File: config.mk
export PLATFORM = sky130hd
export DESIGN_NAME = lwe_encrypt_flat
export DESIGN_NICKNAME = d
export VERILOG_FILES = /design/src/rtl/lwe_pkg.sv /design/src/rtl/lwe_encrypt_if.sv /design/src/rtl/lwe_vec_accum.sv /design/src/rtl/lwe_encrypt.sv /design/src/flat_wrapper.sv
export SDC_FILE = /design/constraint.sdc
export NUM_CORES = 1
export LEC_CHECK = 0
export BUFFER_PORTS_ARGS = -buffer_cell sky130_fd_sc_hd__clkbuf_2
export CAP_MARGIN = 40
export CORE_ASPECT_RATIO = 1.75
export CORE_MARGIN = 5
export CORE_UTILIZATION = 59
export CTS_BUF_LIST = sky130_fd_sc_hd__clkbuf_4
export DETAILED_ROUTE_END_ITERATION = 12
export PLACE_DENSITY = 0.83
export SLEW_MARGIN = 15
export SYNTH_ARGS = -nofsm -noshare
export SYNTH_HDL_FRONTEND = slang
export SYNTH_SLANG_ARGS = --single-unit
File: constraint.sdc
create_clock -name clk -period 4 [get_ports clk]
set_clock_uncertainty 0.2 [all_clocks]
set_input_delay 0 -clock clk [delete_from_list [all_inputs] [get_ports clk]]
set_output_delay 0 -clock clk [all_outputs]
set_load 0.03 [all_outputs]
File: src/rtl/lwe_pkg.sv
// Shared constants and types for the LWE (Regev) encrypt/decrypt datapath.
// Holds the default widths and moduli, the encrypt FSM state type and the
// message scale shift (q/p = 2^(CW-PW)).
package lwe_pkg;

  localparam int unsigned LWE_PLAINTEXT_WIDTH    = 6;
  localparam int unsigned LWE_PLAINTEXT_MODULUS  = 64;
  localparam int unsigned LWE_CIPHERTEXT_WIDTH   = 10;
  localparam int unsigned LWE_CIPHERTEXT_MODULUS = 1024;
  localparam int unsigned LWE_DIMENSION          = 1;
  localparam int unsigned LWE_BIG_N              = 30;
  localparam int unsigned LWE_NOISE_WIDTH        = 4;
  localparam int unsigned LWE_SCALE_SHIFT        = LWE_CIPHERTEXT_WIDTH - LWE_PLAINTEXT_WIDTH;

  typedef enum logic [1:0] {
    ST_IDLE,
    ST_ACCUM,
    ST_OUT
  } lwe_state_e;

endpackage

File: src/rtl/lwe_encrypt_if.sv
// Handshake bundle for lwe_encrypt: plaintext in, public-key samples in,
// ciphertext out. Vectors pack element i at [i*CW +: CW]; element 0 is b.
//   master : source of pt/pk, sink of ct (testbench / upstream)
//   slave  : the encrypt block
interface lwe_encrypt_if
  import lwe_pkg::*;
#(
  parameter int unsigned PLAINTEXT_WIDTH  = LWE_PLAINTEXT_WIDTH,
  parameter int unsigned CIPHERTEXT_WIDTH = LWE_CIPHERTEXT_WIDTH,
  parameter int unsigned DIMENSION        = LWE_DIMENSION
);
  localparam int unsigned VW = (DIMENSION + 1) * CIPHERTEXT_WIDTH;

  logic                       pt_valid;
  logic                       pt_ready;
  logic [PLAINTEXT_WIDTH-1:0] pt_data;
  logic                       pk_valid;
  logic                       pk_ready;
  logic [VW-1:0]              pk_data;
  logic                       rand_bit;
  logic                       ct_valid;
  logic                       ct_ready;
  logic [VW-1:0]              ct_data;

  modport master (
    output pt_valid, pt_data, pk_valid, pk_data, rand_bit, ct_ready,
    input  pt_ready, pk_ready, ct_valid, ct_data
  );

  modport slave (
    input  pt_valid, pt_data, pk_valid, pk_data, rand_bit, ct_ready,
    output pt_ready, pk_ready, ct_valid, ct_data
  );

endinterface

File: src/rtl/lwe_vec_accum.sv
// Multi-lane modular accumulator (modulus 2^W, truncating adds).
// Ports:
//   clk, rst_n : clock, async active-low reset (accumulators -> 0)
//   i_clear    : zero all lanes (wins over i_en)
//   i_en       : load acc + i_add into every lane
//   i_add      : per-lane addend, lane l at [l*W +: W]
//   o_next     : combinational acc + i_add, lets the caller finalise in
//                the same edge as the last add
module lwe_vec_accum #(
  parameter int unsigned LANES = 2,
  parameter int unsigned W     = 10
) (
  input  logic               clk,
  input  logic               rst_n,
  input  logic               i_clear,
  input  logic               i_en,
  input  logic [LANES*W-1:0] i_add,
  output logic [LANES*W-1:0] o_next
);

  logic [LANES*W-1:0] r_acc;
  logic [LANES*W-1:0] w_next;

  always_comb begin
    w_next = '0;
    for (int unsigned l = 0; l < LANES; l++) begin
      w_next[l*W +: W] = r_acc[l*W +: W] + i_add[l*W +: W];
    end
  end

  always_ff @(posedge clk or negedge rst_n) begin
    if (!rst_n) begin
      r_acc <= '0;
    end else if (i_clear) begin
      r_acc <= '0;
    end else if (i_en) begin
      r_acc <= w_next;
    end
  end

  assign o_next = w_next;

endmodule

File: src/rtl/lwe_encrypt.sv
// Sequential LWE (Regev) encryption. Takes one plaintext m, streams BIG_N
// public-key samples, sums the rand_bit-selected ones mod q, adds m*q/p
// to element 0 and presents DIMENSION+1 ciphertext elements on ct.
// Ports:
//   clk, rst_n : clock, async active-low reset (aborts any encryption)
//   bus        : lwe_encrypt_if.slave (pt / pk / ct handshakes)
//   noise_data : signed error term, sampled with the plaintext
//                (only with LWE_ENCRYPT_NOISE_EN defined)
// Optional feature macro: LWE_ENCRYPT_NOISE_EN
module lwe_encrypt
  import lwe_pkg::*;
#(
  parameter int unsigned PLAINTEXT_MODULUS  = LWE_PLAINTEXT_MODULUS,
  parameter int unsigned PLAINTEXT_WIDTH    = LWE_PLAINTEXT_WIDTH,
  parameter int unsigned DIMENSION          = LWE_DIMENSION,
  parameter int unsigned CIPHERTEXT_MODULUS = LWE_CIPHERTEXT_MODULUS,
  parameter int unsigned CIPHERTEXT_WIDTH   = LWE_CIPHERTEXT_WIDTH,
  parameter int unsigned BIG_N              = LWE_BIG_N
`ifdef LWE_ENCRYPT_NOISE_EN
  ,
  parameter int unsigned NOISE_WIDTH        = LWE_NOISE_WIDTH
`endif
) (
  input  logic                          clk,
  input  logic                          rst_n,
  lwe_encrypt_if.slave                  bus
`ifdef LWE_ENCRYPT_NOISE_EN
  ,
  input  logic signed [NOISE_WIDTH-1:0] noise_data
`endif
);

  localparam int unsigned CW    = CIPHERTEXT_WIDTH;
  localparam int unsigned PW    = PLAINTEXT_WIDTH;
  localparam int unsigned LANES = DIMENSION + 1;
  localparam int unsigned VW    = LANES * CW;
  localparam int unsigned CNT_W = $clog2(BIG_N + 1);
  localparam int unsigned SHIFT = CW - PW;

  // Moduli are powers of two, so reduction is a mask (a no-op on full-width values).
  localparam logic [CW-1:0] W_Q_MASK = CW'(CIPHERTEXT_MODULUS - 1);
  localparam logic [PW-1:0] W_P_MASK = PW'(PLAINTEXT_MODULUS - 1);

  lwe_state_e       r_state;
  logic [PW-1:0]    r_msg;
  logic [CNT_W-1:0] r_count;
  logic [VW-1:0]    r_ct;
  logic             r_pt_ready;
  logic             r_pk_ready;
  logic             r_ct_valid;

  logic             w_pt_fire;
  logic             w_pk_fire;
  logic             w_ct_fire;
  logic             w_last;
  logic [VW-1:0]    w_add;
  logic [VW-1:0]    w_next;
  logic [CW-1:0]    w_offset;
  logic [VW-1:0]    w_final;

  assign w_pt_fire = bus.pt_valid & r_pt_ready;
  assign w_pk_fire = bus.pk_valid & r_pk_ready;
  assign w_ct_fire = r_ct_valid & bus.ct_ready;
  assign w_last    = (r_count == CNT_W'(BIG_N - 1));
  assign w_add     = bus.rand_bit ? bus.pk_data : '0;

  lwe_vec_accum #(
    .LANES (LANES),
    .W     (CW)
  ) u_accum (
    .clk     (clk),
    .rst_n   (rst_n),
    .i_clear (w_pt_fire),
    .i_en    (w_pk_fire),
    .i_add   (w_add),
    .o_next  (w_next)
  );

`ifdef LWE_ENCRYPT_NOISE_EN
  logic signed [NOISE_WIDTH-1:0] r_noise;
  logic [CW-1:0]                 w_noise_ext;

  always_ff @(posedge clk or negedge rst_n) begin
    if (!rst_n) begin
      r_noise <= '0;
    end else if (w_pt_fire) begin
      r_noise <= noise_data;
    end
  end

  // Signed size cast sign-extends the noise to CW bits.
  assign w_noise_ext = CW'(r_noise);
  assign w_offset    = (CW'(r_msg) << SHIFT) + w_noise_ext;
`else
  assign w_offset    = CW'(r_msg) << SHIFT;
`endif

  always_comb begin
    w_final          = w_next;
    w_final[CW-1:0]  = (w_next[CW-1:0] + w_offset) & W_Q_MASK;
  end

  always_ff @(posedge clk or negedge rst_n) begin
    if (!rst_n) begin
      r_state    <= ST_IDLE;
      r_msg      <= '0;
      r_count    <= '0;
      r_ct       <= '0;
      r_pt_ready <= 1'b1;
      r_pk_ready <= 1'b0;
      r_ct_valid <= 1'b0;
    end else begin
      case (r_state)
        ST_IDLE: begin
          if (w_pt_fire) begin
            r_msg      <= bus.pt_data & W_P_MASK;
            r_count    <= '0;
            r_pt_ready <= 1'b0;
            r_pk_ready <= 1'b1;
            r_state    <= ST_ACCUM;
          end
        end
        ST_ACCUM: begin
          if (w_pk_fire) begin
            r_count <= r_count + 1'b1;
            if (w_last) begin
              r_ct       <= w_final;
              r_pk_ready <= 1'b0;
              r_ct_valid <= 1'b1;
              r_state    <= ST_OUT;
            end
          end
        end
        ST_OUT: begin
          if (w_ct_fire) begin
            r_ct_valid <= 1'b0;
            r_pt_ready <= 1'b1;
            r_state    <= ST_IDLE;
          end
        end
        default: begin
          r_state    <= ST_IDLE;
          r_pt_ready <= 1'b1;
          r_pk_ready <= 1'b0;
          r_ct_valid <= 1'b0;
        end
      endcase
    end
  end

  assign bus.pt_ready = r_pt_ready;
  assign bus.pk_ready = r_pk_ready;
  assign bus.ct_valid = r_ct_valid;
  assign bus.ct_data  = r_ct;

endmodule

File: src/flat_wrapper.sv
// flat-port wrapper written by rule: the top's interface ports become plain ports
module lwe_encrypt_flat import lwe_pkg::*;
#(
  parameter int unsigned PLAINTEXT_MODULUS  = LWE_PLAINTEXT_MODULUS,
  parameter int unsigned PLAINTEXT_WIDTH    = LWE_PLAINTEXT_WIDTH,
  parameter int unsigned DIMENSION          = LWE_DIMENSION,
  parameter int unsigned CIPHERTEXT_MODULUS = LWE_CIPHERTEXT_MODULUS,
  parameter int unsigned CIPHERTEXT_WIDTH   = LWE_CIPHERTEXT_WIDTH,
  parameter int unsigned BIG_N              = LWE_BIG_N

)
  (clk, rst_n, bus_pt_valid, bus_pt_data, bus_pk_valid, bus_pk_data, bus_rand_bit, bus_ct_ready, bus_pt_ready, bus_pk_ready, bus_ct_valid, bus_ct_data);
  lwe_encrypt_if #(.PLAINTEXT_WIDTH(PLAINTEXT_WIDTH), .CIPHERTEXT_WIDTH(CIPHERTEXT_WIDTH), .DIMENSION(DIMENSION)) bus_i ();
  input  logic clk;
  input  logic rst_n;
  input wire logic [$bits(bus_i.pt_valid)-1:0] bus_pt_valid;
  input wire logic [$bits(bus_i.pt_data)-1:0] bus_pt_data;
  input wire logic [$bits(bus_i.pk_valid)-1:0] bus_pk_valid;
  input wire logic [$bits(bus_i.pk_data)-1:0] bus_pk_data;
  input wire logic [$bits(bus_i.rand_bit)-1:0] bus_rand_bit;
  input wire logic [$bits(bus_i.ct_ready)-1:0] bus_ct_ready;
  output wire logic [$bits(bus_i.pt_ready)-1:0] bus_pt_ready;
  output wire logic [$bits(bus_i.pk_ready)-1:0] bus_pk_ready;
  output wire logic [$bits(bus_i.ct_valid)-1:0] bus_ct_valid;
  output wire logic [$bits(bus_i.ct_data)-1:0] bus_ct_data;
  assign bus_i.pt_valid = bus_pt_valid;
  assign bus_i.pt_data = bus_pt_data;
  assign bus_i.pk_valid = bus_pk_valid;
  assign bus_i.pk_data = bus_pk_data;
  assign bus_i.rand_bit = bus_rand_bit;
  assign bus_i.ct_ready = bus_ct_ready;
  assign bus_pt_ready = bus_i.pt_ready;
  assign bus_pk_ready = bus_i.pk_ready;
  assign bus_ct_valid = bus_i.ct_valid;
  assign bus_ct_data = bus_i.ct_data;
  lwe_encrypt #(.PLAINTEXT_MODULUS(PLAINTEXT_MODULUS), .PLAINTEXT_WIDTH(PLAINTEXT_WIDTH), .DIMENSION(DIMENSION), .CIPHERTEXT_MODULUS(CIPHERTEXT_MODULUS), .CIPHERTEXT_WIDTH(CIPHERTEXT_WIDTH), .BIG_N(BIG_N)) u_core (.clk(clk), .rst_n(rst_n), .bus(bus_i));
endmodule
# Yosys cells after proc, flatten, opt, wreduce, memory -nomap -nowiden
# Index checks and enable logic that the tools add are counted.
[word_totals]
ff_bits = 56
in_bits = 32
[op_classes]
add_sub_neg = 4
n_eq_ne = 7
n_mux = 22
bitwise_logic = 6
reduce_logical = 10
[op_table]
columns = ["op", "n"]
rows = [
  ["20-bit two-way mux", 3],
  ["10-bit adder", 3],
  ["4-bit AND reduction", 3],
  ["5-bit two-way mux", 2],
  ["5-bit one-hot mux with 2 select lines", 1],
  ["1-bit one-hot mux with 3 select lines", 3],
  ["3-bit AND reduction", 3],
  ["1-bit two-way mux", 8],
  ["2-bit two-way mux", 4],
  ["2-bit one-hot mux with 3 select lines", 1],
  ["5-bit by 1-bit adder with 5-bit output, second input constant", 1],
  ["5-bit == test, second input constant", 1],
  ["2-bit by 1-bit != test with 1-bit output, second input constant", 2],
  ["2-bit != test, second input constant", 2],
  ["2-bit nonzero test", 2],
  ["1-bit AND", 3],
  ["1-bit inverter", 3],
  ["2-bit by 1-bit == test with 1-bit output, second input constant", 1],
  ["2-bit == test, second input constant", 1],
  ["2-bit zero test", 1],
  ["2-bit AND reduction", 1],
]

# Longest topological paths before layout
# Gate-level depths: netlist of the first run.
[logic_depth]
word_depth = 4
ltp_mapped = 16
ltp_nobuf = 14

# Hierarchy
# From an unflattened synthesis of the first run, not the netlist that was laid out.
[unflattened]
cells_unflattened = 380
area_unflattened_um2 = 3833.7
[by_module_without_submodules]
columns = ["module", "instances", "cells_per_inst", "area_each_um2", "seq_area_each_um2"]
rows = [
  ["lwe_vec_accum", 1, 225, 1941.9, 500.5],
  ["lwe_encrypt", 1, 155, 1891.8, 902.1],
]

# Worst setup path after synthesis of the first run
# Ideal clock, no wire load.
[synth_path]
path_kind = "in2reg"
from = "input port bus_rand_bit"
to = "register u_core.r_ct[9], in the netlist u_core.bus.ct_data[9]"
setup_time_ps = 124
arrival_time_ps = 2826
required_ps = 3676
slack_ps = 850
cell_stages = 14
n_path_buf = 2
path_cell_list = "dlygate4sd1_1 -> clkbuf_1 -> and2_1 -> ha_1 -> a211o_1 -> o21ai_1 -> xnor2_1 -> ha_1 -> and2_1 -> a311o_1 -> a21oi_1 -> xnor2_1 -> xnor2_1 -> o21ai_1"
[synth_between]
elab_chain_cells = 3
[synth_rtl]
columns = ["item", "line", "text"]
rows = [
  ["start, declared", "flat_wrapper.sv:20", "input wire logic [$bits(bus_i.rand_bit)-1:0] bus_rand_bit;"],
  ["20-bit two-way mux", "lwe_encrypt.sv:65", "assign w_add = bus.rand_bit ? bus.pk_data : '0;"],
  ["10-bit adder", "lwe_vec_accum.sv:27", "w_next[l*W +: W] = r_acc[l*W +: W] + i_add[l*W +: W];"],
  ["10-bit adder", "lwe_encrypt.sv:100", "w_final[CW-1:0] = (w_next[CW-1:0] + w_offset) & W_Q_MASK;"],
  ["end signal, assigned", "lwe_encrypt.sv:127", "r_ct <= w_final;"],
  ["end, declared", "lwe_encrypt.sv:47", "logic [VW-1:0] r_ct;"],
]
# Every way passes these cells.
# A chain may end at the register's enable or synchronous reset.

# Worst setup path in the final report of the first run
[layout_path]
from = "register u_core.u_accum.r_acc[1]"
to = "register u_core.r_ct[9], in the netlist u_core.bus.ct_data[9]"
[layout_between]
elab_chain_cells = 2
[layout_rtl]
columns = ["item", "line", "text"]
rows = [
  ["start, declared", "lwe_vec_accum.sv:21", "logic [LANES*W-1:0] r_acc;"],
  ["start signal, assigned", "lwe_vec_accum.sv:37", "r_acc <= w_next;"],
  ["10-bit adder", "lwe_vec_accum.sv:27", ""],
  ["10-bit adder", "lwe_encrypt.sv:100", ""],
]
# Every way passes these cells.

==> qor.txt, run 1 <==
largest net degree at the start of global routing: 57
later-pin clock latency in the skew report: 0.40 ns
maximum VDD drop: 0.360 mV
# IOs: 55
HP Class: in -> async
routed len/inst: 14.9 um
Initial Utilization: 0.604
# DRC: 0
Top Metal Used: met4
period utilization: 0.822
cell family with most CP delay: compound AO/OA/AOI/OAI gates
worst-path fanout max: 3
Worst path depth: 12
Avg Cell Area, Syn: 9.15 um2
number of synthesized flops with an enable pin: 0
post-layout util: 0.714
end point of the critical path: u_core.bus.ct_data[9]$_DFFE_PN0P_
routed wire length on met2: 4270 um
WP buf/inv: 0
pwr dens: 493 nW/um2
setup ws final: 0.712 ns
share of layout cells above drive strength 1: 0.185
commonest cells in the netlist: 76 x nand2_1, 55 x dfrtp_1, 33 x a21oi_1
FMAX: 304 MHz
Buffers on Ports: 54
total core area: 5590 um2
total grt overflow: 0
H-tree level count: 2
die width: 67.2 um
Crit path top cell by count: xnor2_1
Ys Warns: 0
Setup Viol. Count Final: 0
Final Max Slew Viols: 0
Syn Inst Count: 369
Fillers: 452
routability cong.: 0.814
first-pass GRT wire length: 13300 um
fin nets: 497
worst reg2reg path depth: 12
placed cells: 488
M1 WL: 2910 um
clock sink total: 56
Vias: 2847
run status: finished, final reports clean
Worst-Margin Slew: 0.776 ns
setup TNS: 0 ns
Post-Place Setup Slack: 0.666 ns
worst-path cell chain: ha_1, a211oi_1, o21bai_1, a21oi_1, xnor2_1, ha_1, a21o_1, a311o_1, a21oi_1, xnor2_1, xnor2_1, o21ai_1
post-DP HPWL: 5600 um
critical path launch point type: register
Critical Path AT: 3.38 ns
Core Rows: 36
clock transition at the registers of the reported paths: 0.16 ns
final non-filler cell total: 514
DIE AREA: 7390 um2
vias in the first global route: 2975
slowest cell on the critical path: dfrtp_1
Ant. Diodes: 0
met3 routed WL: 266 um
Post-Syn Nets: 429
DRT Pass-1 Iters: 4
CTS tree: built
largest cells by area after synthesis: dfrtp_1 41%, ha_1 9.3%, nand2_1 8.5%, a21oi_1 4.9%, and2_1 3.9%
ys flop type: dfrtp_1
share of the synthesized area in the top cell type: 0.408
layout overhead on the synthesized area: 18.2%
routed wire length: 7640 um
Tot GR Track Use: 0.237
Worst EP required: 4.09 ns
Yosys reg bits: 56
root buffer cell: clkbuf_4
clock period minus worst slack: 3.29 ns
cts bufs inserted: 5
vias per cell: 5.54
Post-DRT Antenna Nets: 0
initial antenna violation count: 0
Max clock buf depth: 2
Leak: 0.00205 uW
relative slew slack: 0.483
R2R Path End: u_core.bus.ct_data[9]$_DFFE_PN0P_
register area share after synthesis: 0.415
final hold viol count: 0
RSZ-0062 raised after global routing: false
Critical Setup Path Class: reg -> reg
Overall Power: 1970 uW
Async S/R FF share, synth: 1.00
Critical Path Sink Type: register
Worst Setup SP: u_core.u_accum.r_acc[1]$_DFFE_PN0P_
reg-to-reg startpoint: u_core.u_accum.r_acc[1]$_DFFE_PN0P_
most frequent cell after synthesis: nand2_1
Post-CTS Setup Bufs: 0
die outline height: 110 um
synth unique cells: 50
largest area contributor in the netlist: dfrtp_1
drt first-iter violations: 141
r2r setup slk: 0.71 ns
Crit path largest cell delay: 0.46 ns
max_cap viols: 0
Synth Cell Area: 3380 um2
==> registers in the layout, indices dropped and copies added, names as in the netlist <==
| register | cells |
|---|---|
| u_core.r_state | 2 |
| u_core.r_msg | 6 |
| u_core.bus.ct_data | 20 |
| u_core.bus.pk_ready | 1 |
| u_core.bus.ct_valid | 1 |
| u_core.u_accum.r_acc | 20 |
| u_core.bus.pt_ready | 1 |
| u_core.r_count | 5 |
==> per-stage QoR <==
stage | hold WS, ns | cell area (um2)
2_1_floorplan | -0.496 | 3380
3_3_place_gp | -0.0306 | 3700
3_5_place_dp | -0.0257 | 3730
4_1_cts | 0.0418 | 3990
5_1_grt | 0.0785 | 3990
6_report | 0.0493 | 3990
==> worst min-delay path by stage <==
| stage | depth (start not counted) | slack (ns) | end | start |
|---|---|---|---|---|
| after floorplan | 0 | -0.50 | u_core.bus.ct_data[0]$_DFFE_PN0P_ | rst_n |
| after global placement | 2 | -0.03 | u_core.r_msg[3]$_DFFE_PN0P_ | rst_n |
| after detailed placement | 2 | -0.03 | u_core.r_msg[3]$_DFFE_PN0P_ | rst_n |
| after CTS | 6 | 0.04 | u_core.bus.ct_data[3]$_DFFE_PN0P_ | bus_pk_data[3] |
| after global routing | 6 | 0.08 | u_core.u_accum.r_acc[3]$_DFFE_PN0P_ | bus_pk_data[3] |
| final | 3 | 0.05 | u_core.r_count[4]$_DFFE_PN0P_ | rst_n |
==> worst register-to-register path, stage by stage, from the launching register on <==
cell and delay, ns:
dfrtp_1 0.46, ha_1 0.32, a211oi_1 0.25, o21bai_1 0.15
a21oi_1 0.21, xnor2_1 0.21, ha_1 0.30, a21o_1 0.18
a311o_1 0.35, a21oi_1 0.18, xnor2_1 0.15, xnor2_1 0.13
o21ai_1 0.07
==> timing repair <==
| action | 4_1_cts | 5_1_grt |
|---|---|---|
| gates resized for setup | 0 | 0 |
| hold buffers | 18 | 0 |
| hold endpoints to repair | 93 | 0 |
==> layer usage <==
layer | up-vias | track usage
met1 | 1354 | 0.263
met4 | 0 | 0.100
met3 | 13 | 0.0385
li1 | 1419 | -
met2 | 61 | 0.433
met5 | - | 0
==> layout make-up <==
| cell class | instances | area [um2] | area share |
|---|---|---|---|
| Multi-Input combinational cell | 288 | 1870 | 0.470 |
| Inverter | 10 | 37.5 | 0.00941 |
| Tap cell | 76 | 95.1 | 0.0238 |
| Timing Repair Buffer | 76 | 500 | 0.125 |
| Sequential cell | 56 | 1400 | 0.352 |
| Clock inverter | 2 | 35.0 | 0.00878 |
| Clock buffer | 6 | 45.0 | 0.0113 |
==> kinds of logic (layout without fill, tap and decap cells) <==
| kind of cell | count (synthesis) | after routing | synth area share |
|---|---|---|---|
| buffers and inverters | 25 | 94 | 0.0297 |
| XOR/XNOR | 22 | 22 | 0.0571 |
| flip-flops | 56 | 56 | 0.415 |
| AND/OR/NAND/NOR | 135 | 135 | 0.186 |
| multiplexers | 5 | 5 | 0.0167 |
| AO/OA/AOI/OAI | 98 | 98 | 0.184 |
| adder cells (fa/ha/maj) | 28 | 28 | 0.110 |
==> power by group <==
| group | internal [uW] | switching, uW |
|---|---|---|
| sequential | 658 | 61.0 |
| combinational | 419 | 515 |
| clock | 138 | 174 |
| total | 1210 | 750 |
==> cells in the final DEF, fill, tap and decap left out, types with 2 or more instances in the layout <==
cell type	n
nor2_1	14
o21ai_0	10
o211a_1	3
a21o_1	8
buf_4	3
o21bai_1	5
fa_1	3
nand3_1	5
a311o_1	2
inv_1	10
a22o_1	3
o31ai_1	2
clkbuf_2	54
nor3_2	2
o21ai_1	16
nor3_1	5
mux2_2	5
a21oi_1	33
dfrtp_1	55
dlygate4sd3_1	18
nand2_1	76
xor2_1	8
a211oi_1	5
xnor2_1	14
clkbuf_4	6
nand2b_1	2
ha_1	25
and2_1	21
No activity file was read; power rests on OpenSTA's default activity.
==> inputs of run 2 (changes only) <==
- ABC_AREA: default -> 1
- CORE_UTILIZATION: 59 -> 53
- PLACE_DENSITY: 0.83 -> 0.78
- clock period: 4 -> 2.85 ns (I/O delays scaled with it)
==> qor.txt, run 2 <==
layout overhead on the synthesized area: 23.1%
critical path launch point type: register
Fillers: 540
worst reg2reg path depth: 17
post-layout util: 0.668
total core area: 6490 um2
largest cells by area after synthesis: dfrtp_1 39%, nand2_1 17%, ha_1 8.9%, inv_1 6.4%, nand3_1 2.8%
Post-DRT Antenna Nets: 0
die outline height: 118 um
FMAX: 369 MHz
Critical Path AT: 2.82 ns
final instance area: 4340 um2
initial antenna violation count: 0
DRT Pass-1 Iters: 4
relative slew slack: 0.529
Max clock buf depth: 2
CTS tree: built
HP Class: in -> reg
Ant. Diodes: 0
Buffers on Ports: 54
commonest non-fill, non-tap cell in the layout: nand2_1
final hold viol count: 0
first-pass GRT wire length: 14400 um
# IOs: 55
run status: finished, final reports clean
total grt overflow: 0
DIE AREA: 8440 um2
switching part of the total power: 0.261
number of synthesized flops with an enable pin: 0
Clock Power Share: 0.275
area post-placement: 3870 um2
share of layout cells above drive strength 1: 0.202
Tot GR Track Use: 0.214
Ys Warns: 0
reg-to-reg startpoint: u_core.u_accum.r_acc[0]$_DFFE_PN0P_
largest net degree at the start of global routing: 57
pwr dens: 301 nW/um2
worst-path fanout max: 3
Hold EP: u_core.bus.ct_data[3]$_DFFE_PN0P_
post-DP HPWL: 6110 um
vias in the first global route: 3352
vias per cell: 5.10
Comb pwr share: 0.116
drt first-iter violations: 132
Yosys reg bits: 56
period utilization: 0.952
share of the synthesized area in the top cell type: 0.391
max_cap viols: 0
HP Start: bus_pk_data[3]
most frequent cells in the layout: 159 x nand2_1, 59 x inv_1, 55 x dfrtp_1, 54 x clkbuf_2, 31 x dlygate4sd3_1
sequential power share: 0.608
Overall Power: 1310 uW
Initial Utilization: 0.543
Async S/R FF share, synth: 1.00
clock sink total: 56
synth unique cells: 39
clock period minus worst slack: 2.71 ns
P_sw: 341 uW
Critical Setup Path Class: reg -> reg
Final Max Slew Viols: 0
H-tree level count: 2
routed len/inst: 13.5 um
most frequent cell after synthesis: nand2_1
hold depth: 6
Core Rows: 39
die width: 71.6 um
largest area contributor in the netlist: dfrtp_1
Leak: 0.00247 uW
routability cong.: 0.877
routed wire length: 8490 um
Critical Path Sink Type: register
later-pin clock latency in the skew report: 0.40 ns
R2R Path End: u_core.bus.ct_data[9]$_DFFE_PN0P_
register area share after synthesis: 0.398
setup TNS: 0 ns
maximum VDD drop: 0.314 mV
r2r setup slk: 0.14 ns
clock transition at the registers of the reported paths: 0.15 ns
Syn Inst Count: 454
fin nets: 604
cts bufs inserted: 5
# DRC: 0
commonest cells in the netlist: 161 x nand2_1, 60 x inv_1, 55 x dfrtp_1
Setup Viol. Count Final: 0
Worst-Margin Slew: 0.706 ns
Synth Cell Area: 3520 um2
P_int: 966 uW
Post-Syn Nets: 514
Worst EP required: 2.96 ns
Avg Cell Area, Syn: 7.76 um2
Vias: 3197
root buffer cell: clkbuf_4
ys flop type: dfrtp_1
[run 2: stage by stage]
stage | setup slack (ns) | hold slack [ns] | cells
after floorplan | 0.101 | -0.496 | 454
after global placement | 0.0929 | -0.0215 | 586
after detailed placement | -0.00550 | -0.0117 | 587
after CTS | 0.0224 | 0.0322 | 626
after global routing | -0.0397 | 0.0269 | 627
final | 0.138 | 0.00294 | 627
[run 2: cell families (layout without fill, tap and decap cells)]
family / Yosys count / after routing / share of synthesized area
and+or+nand+nor: 228 / 228 / 0.276
DFF: 56 / 56 / 0.398
adders and majority gates: 28 / 28 / 0.106
buffers and inverters: 73 / 164 / 0.0878
AOI/OAI and AO/OA: 57 / 57 / 0.0999
xor gates and xnor gates: 12 / 12 / 0.0320
[run 2: worst max path at each step]
stage                                             start                                end  slack (ns)
global route        u_core.u_accum.r_acc[5]$_DFFE_PN0P_  u_core.bus.ct_data[9]$_DFFE_PN0P_       -0.04
floorplan                                  bus_rand_bit  u_core.bus.ct_data[8]$_DFFE_PN0P_        0.10
finish              u_core.u_accum.r_acc[0]$_DFFE_PN0P_  u_core.bus.ct_data[9]$_DFFE_PN0P_        0.14
global placement    u_core.u_accum.r_acc[0]$_DFFE_PN0P_  u_core.bus.ct_data[9]$_DFFE_PN0P_        0.09
detailed placement  u_core.u_accum.r_acc[0]$_DFFE_PN0P_  u_core.bus.ct_data[9]$_DFFE_PN0P_      -0.006
CTS                 u_core.u_accum.r_acc[0]$_DFFE_PN0P_  u_core.bus.ct_data[9]$_DFFE_PN0P_        0.02
[run 2: cell type report]
class	count	area, um2	share of cell area
flip-flops and latches	56	1400	0.324
repair buffers	92	633	0.146
well taps	82	103	0.0237
clock buffers	6	45.0	0.0104
multi-input cells	325	1900	0.439
inverters	64	240	0.0554
clock inverters	2	7.51	0.00173
[run 2: worst max-delay path, stage by stage (launching register included)]
cell and delay (ns):
dfrtp_1 0.43, ha_4 0.18, fa_2 0.34, nand3_1 0.09, nand2_1 0.08, nand4_1 0.11
nand3b_1 0.11, and2_4 0.18, ha_4 0.28, nand2_1 0.07, inv_2 0.07, nand3_2 0.09
nand3_2 0.08, nand2_1 0.06, nand2_2 0.07, nand3_1 0.07, nand3_1 0.08, nand2_1 0.04
[run 2: what timing repair did]
item                                    4_1_cts  5_1_grt
hold endpoints to repair                     90        0
pin swaps                                     0        3
gates resized for setup                       2       18
hold buffers                                 31        0
endpoints found under the setup margin        2        5
setup buffers                                 0        1
[run 2: power groups by stage]
stage               sequential [uW]  combinational (uW)  clock (uW)
floorplan                       810                65.2           0
global placement                810                 119           0
detailed placement              810                 122           0
CTS                             795                 147         367
global route                    795                 171         396
finish                          795                 152         360
[run 2: metal layers]
metal | share of wire | track usage
met3 | 0.037 | 0.0453
met2 | 0.54 | 0.385
met4 | 0.042 | 0.107
met5 | 0 | 0
met1 | 0.38 | 0.228
==> inputs of run 3 (changes only) <==
- PLACE_DENSITY: 0.78 -> 0.75
- SLEW_MARGIN: 15 -> default
==> qor.txt, run 3 (synthesis gave the netlist of run 2 again) <==
clock period minus worst slack: 2.80 ns
worst-path fanout max: 3
P_sw: 338 uW
Ant. Diodes: 0
first-pass GRT wire length: 14700 um
worst-path cell chain: ha_2, fa_2, nand3_1, nand2_1, nand4_1, nand3b_1, and2_4, ha_4, nand2_1, inv_1, nand2_1, nand3_1, nand2_1, nand2_1, nand3_1, nand3_1, nand2_1
Setup Viol. Count Final: 0
Leak: 0.00247 uW
# DRC: 0
fin nets: 605
post-DP HPWL: 6230 um
initial antenna violation count: 0
HP Class: in -> reg
routability cong.: 0.860
Vias: 3204
commonest non-fill, non-tap cell in the layout: nand2_1
Tot GR Track Use: 0.217
die outline height: 118 um
largest net degree at the start of global routing: 57
Final Max Slew Viols: 0
vias per cell: 5.10
# IOs: 55
Initial Utilization: 0.543
routed len/inst: 13.6 um
most frequent cells in the layout: 160 x nand2_1, 60 x inv_1, 55 x dfrtp_1, 54 x clkbuf_2, 30 x dlygate4sd3_1
Critical Path Sink Type: register
Critical Path AT: 2.93 ns
DRT Pass-1 Iters: 4
Worst-Margin Slew: 0.890 ns
max_cap viols: 0
area post-placement: 3880 um2
Overall Power: 1290 uW
run status: finished, final reports clean
Max clock buf depth: 2
cts bufs inserted: 5
maximum VDD drop: 0.348 mV
Post-Place Setup Slack: -0.0909 ns
layout overhead on the synthesized area: 21.8%
drt first-iter violations: 166
die width: 71.6 um
P_int: 955 uW
final instance area: 4290 um2
share of layout cells above drive strength 1: 0.196
FMAX: 357 MHz
cell family with most CP delay: simple AND/OR/NAND/NOR gates
Buffers on Ports: 54
Worst EP required: 2.98 ns
later-pin clock latency in the skew report: 0.41 ns
relative slew slack: 0.404
Core Rows: 39
final hold viol count: 0
RSZ-0062 raised after global routing: true
Crit path top cell by count: nand2_1
Clock Power Share: 0.269
Critical Setup Path Class: reg -> reg
slowest cell on the critical path: dfrtp_1
hold slack: 0.0112 ns
Post-DRT Antenna Nets: 0
routed wire length: 8550 um
CTS tree: built
clock transition at the registers of the reported paths: 0.17 ns
pwr dens: 302 nW/um2
total core area: 6490 um2
vias in the first global route: 3333
critical path launch point type: register
WP buf/inv: 1
Crit path largest cell delay: 0.43 ns
switching part of the total power: 0.262
setup ws final: 0.0475 ns
clock sink total: 56
total grt overflow: 0
root buffer cell: clkbuf_4
DIE AREA: 8440 um2
Comb pwr share: 0.116
period utilization: 0.983
H-tree level count: 2
sequential power share: 0.615
run 3: changes by cell type in the layout (fill, tap and decap cells not counted), moves of 2 or more:
| cell | change |
|---|---|
| ha_4 | -3 |
| ha_2 | +2 |
| buf_4 | +2 |
| a21oi_1 | +2 |
| a21oi_2 | -2 |
| clkinv_2 | +2 |
run 3: area by class of cell:
class,count,area [um2]
clock inverters,3,13.8
inverters,64,240
repair buffers,93,638
flip-flops and latches,56,1400
well taps,82,103
clock buffers,5,37.5
fillers,574,2200
multi-input cells,325,1850
run 3: metal layers:
layer,track usage,up-vias,part of all wire
met1,0.234,1506,0.39
li1,-,1624,-
met2,0.400,57,0.55
met5,0,-,0
met4,0.0976,0,0.031
met3,0.0359,17,0.035
run 3: per-stage QoR:
stage,std cells,TNS (ns),util
floorplan,454,0,-
global placement,588,0,0.597
detailed placement,588,-0.143,0.597
CTS,626,0,0.654
global route,628,-0.0679,0.661
finish,628,0,0.661
run 3: final timing paths:
kind | from | end | slack (ns) | cells after the start
setup / recovery | u_core.u_accum.r_acc[0]$_DFFE_PN0P_ | u_core.bus.ct_data[9]$_DFFE_PN0P_ | 0.05 | 17
hold / removal | bus_pk_data[13] | u_core.bus.ct_data[13]$_DFFE_PN0P_ | 0.01 | 6
setup reg to reg | u_core.u_accum.r_acc[0]$_DFFE_PN0P_ | u_core.bus.ct_data[9]$_DFFE_PN0P_ | 0.05 | 17
hold reg to reg | u_core.r_state[1]$_DFFE_PN0P_ | u_core.bus.ct_valid$_DFFE_PN0P_ | 0.28 | 1
max in group asynchronous | rst_n | u_core.bus.pk_ready$_DFFE_PN0P_ | 1.94 | 3
min in group asynchronous | rst_n | u_core.bus.ct_data[7]$_DFFE_PN0P_ | 0.05 | 3
run 3: timing repair:
action                                  4_1_cts  5_1_grt
resized for setup                             3        9
hold buffers                                 30        0
pin swaps                                     0        2
gates cloned                                  0        0
endpoints found under the hold margin        91        0
endpoints found under the setup margin        2        5
setup buffers                                 0        2
run 3: power by group through the flow:
stage | combinational [uW] | sequential [uW] | clock, uW
4_1_cts | 147 | 795 | 362
3_3_place_gp | 120 | 810 | 0
5_1_grt | 169 | 795 | 386
3_5_place_dp | 123 | 810 | 0
2_1_floorplan | 65.2 | 810 | 0
6_report | 150 | 795 | 348
run 3: worst reg2reg max path, delay by kind of cell, from the launching register on:
kind | cells | cell delay (ns)
adders and majority gates | 3 | 0.84
buffers and inverters | 1 | 0.08
DFF | 1 | 0.43
and+or+nand+nor | 13 | 1.17
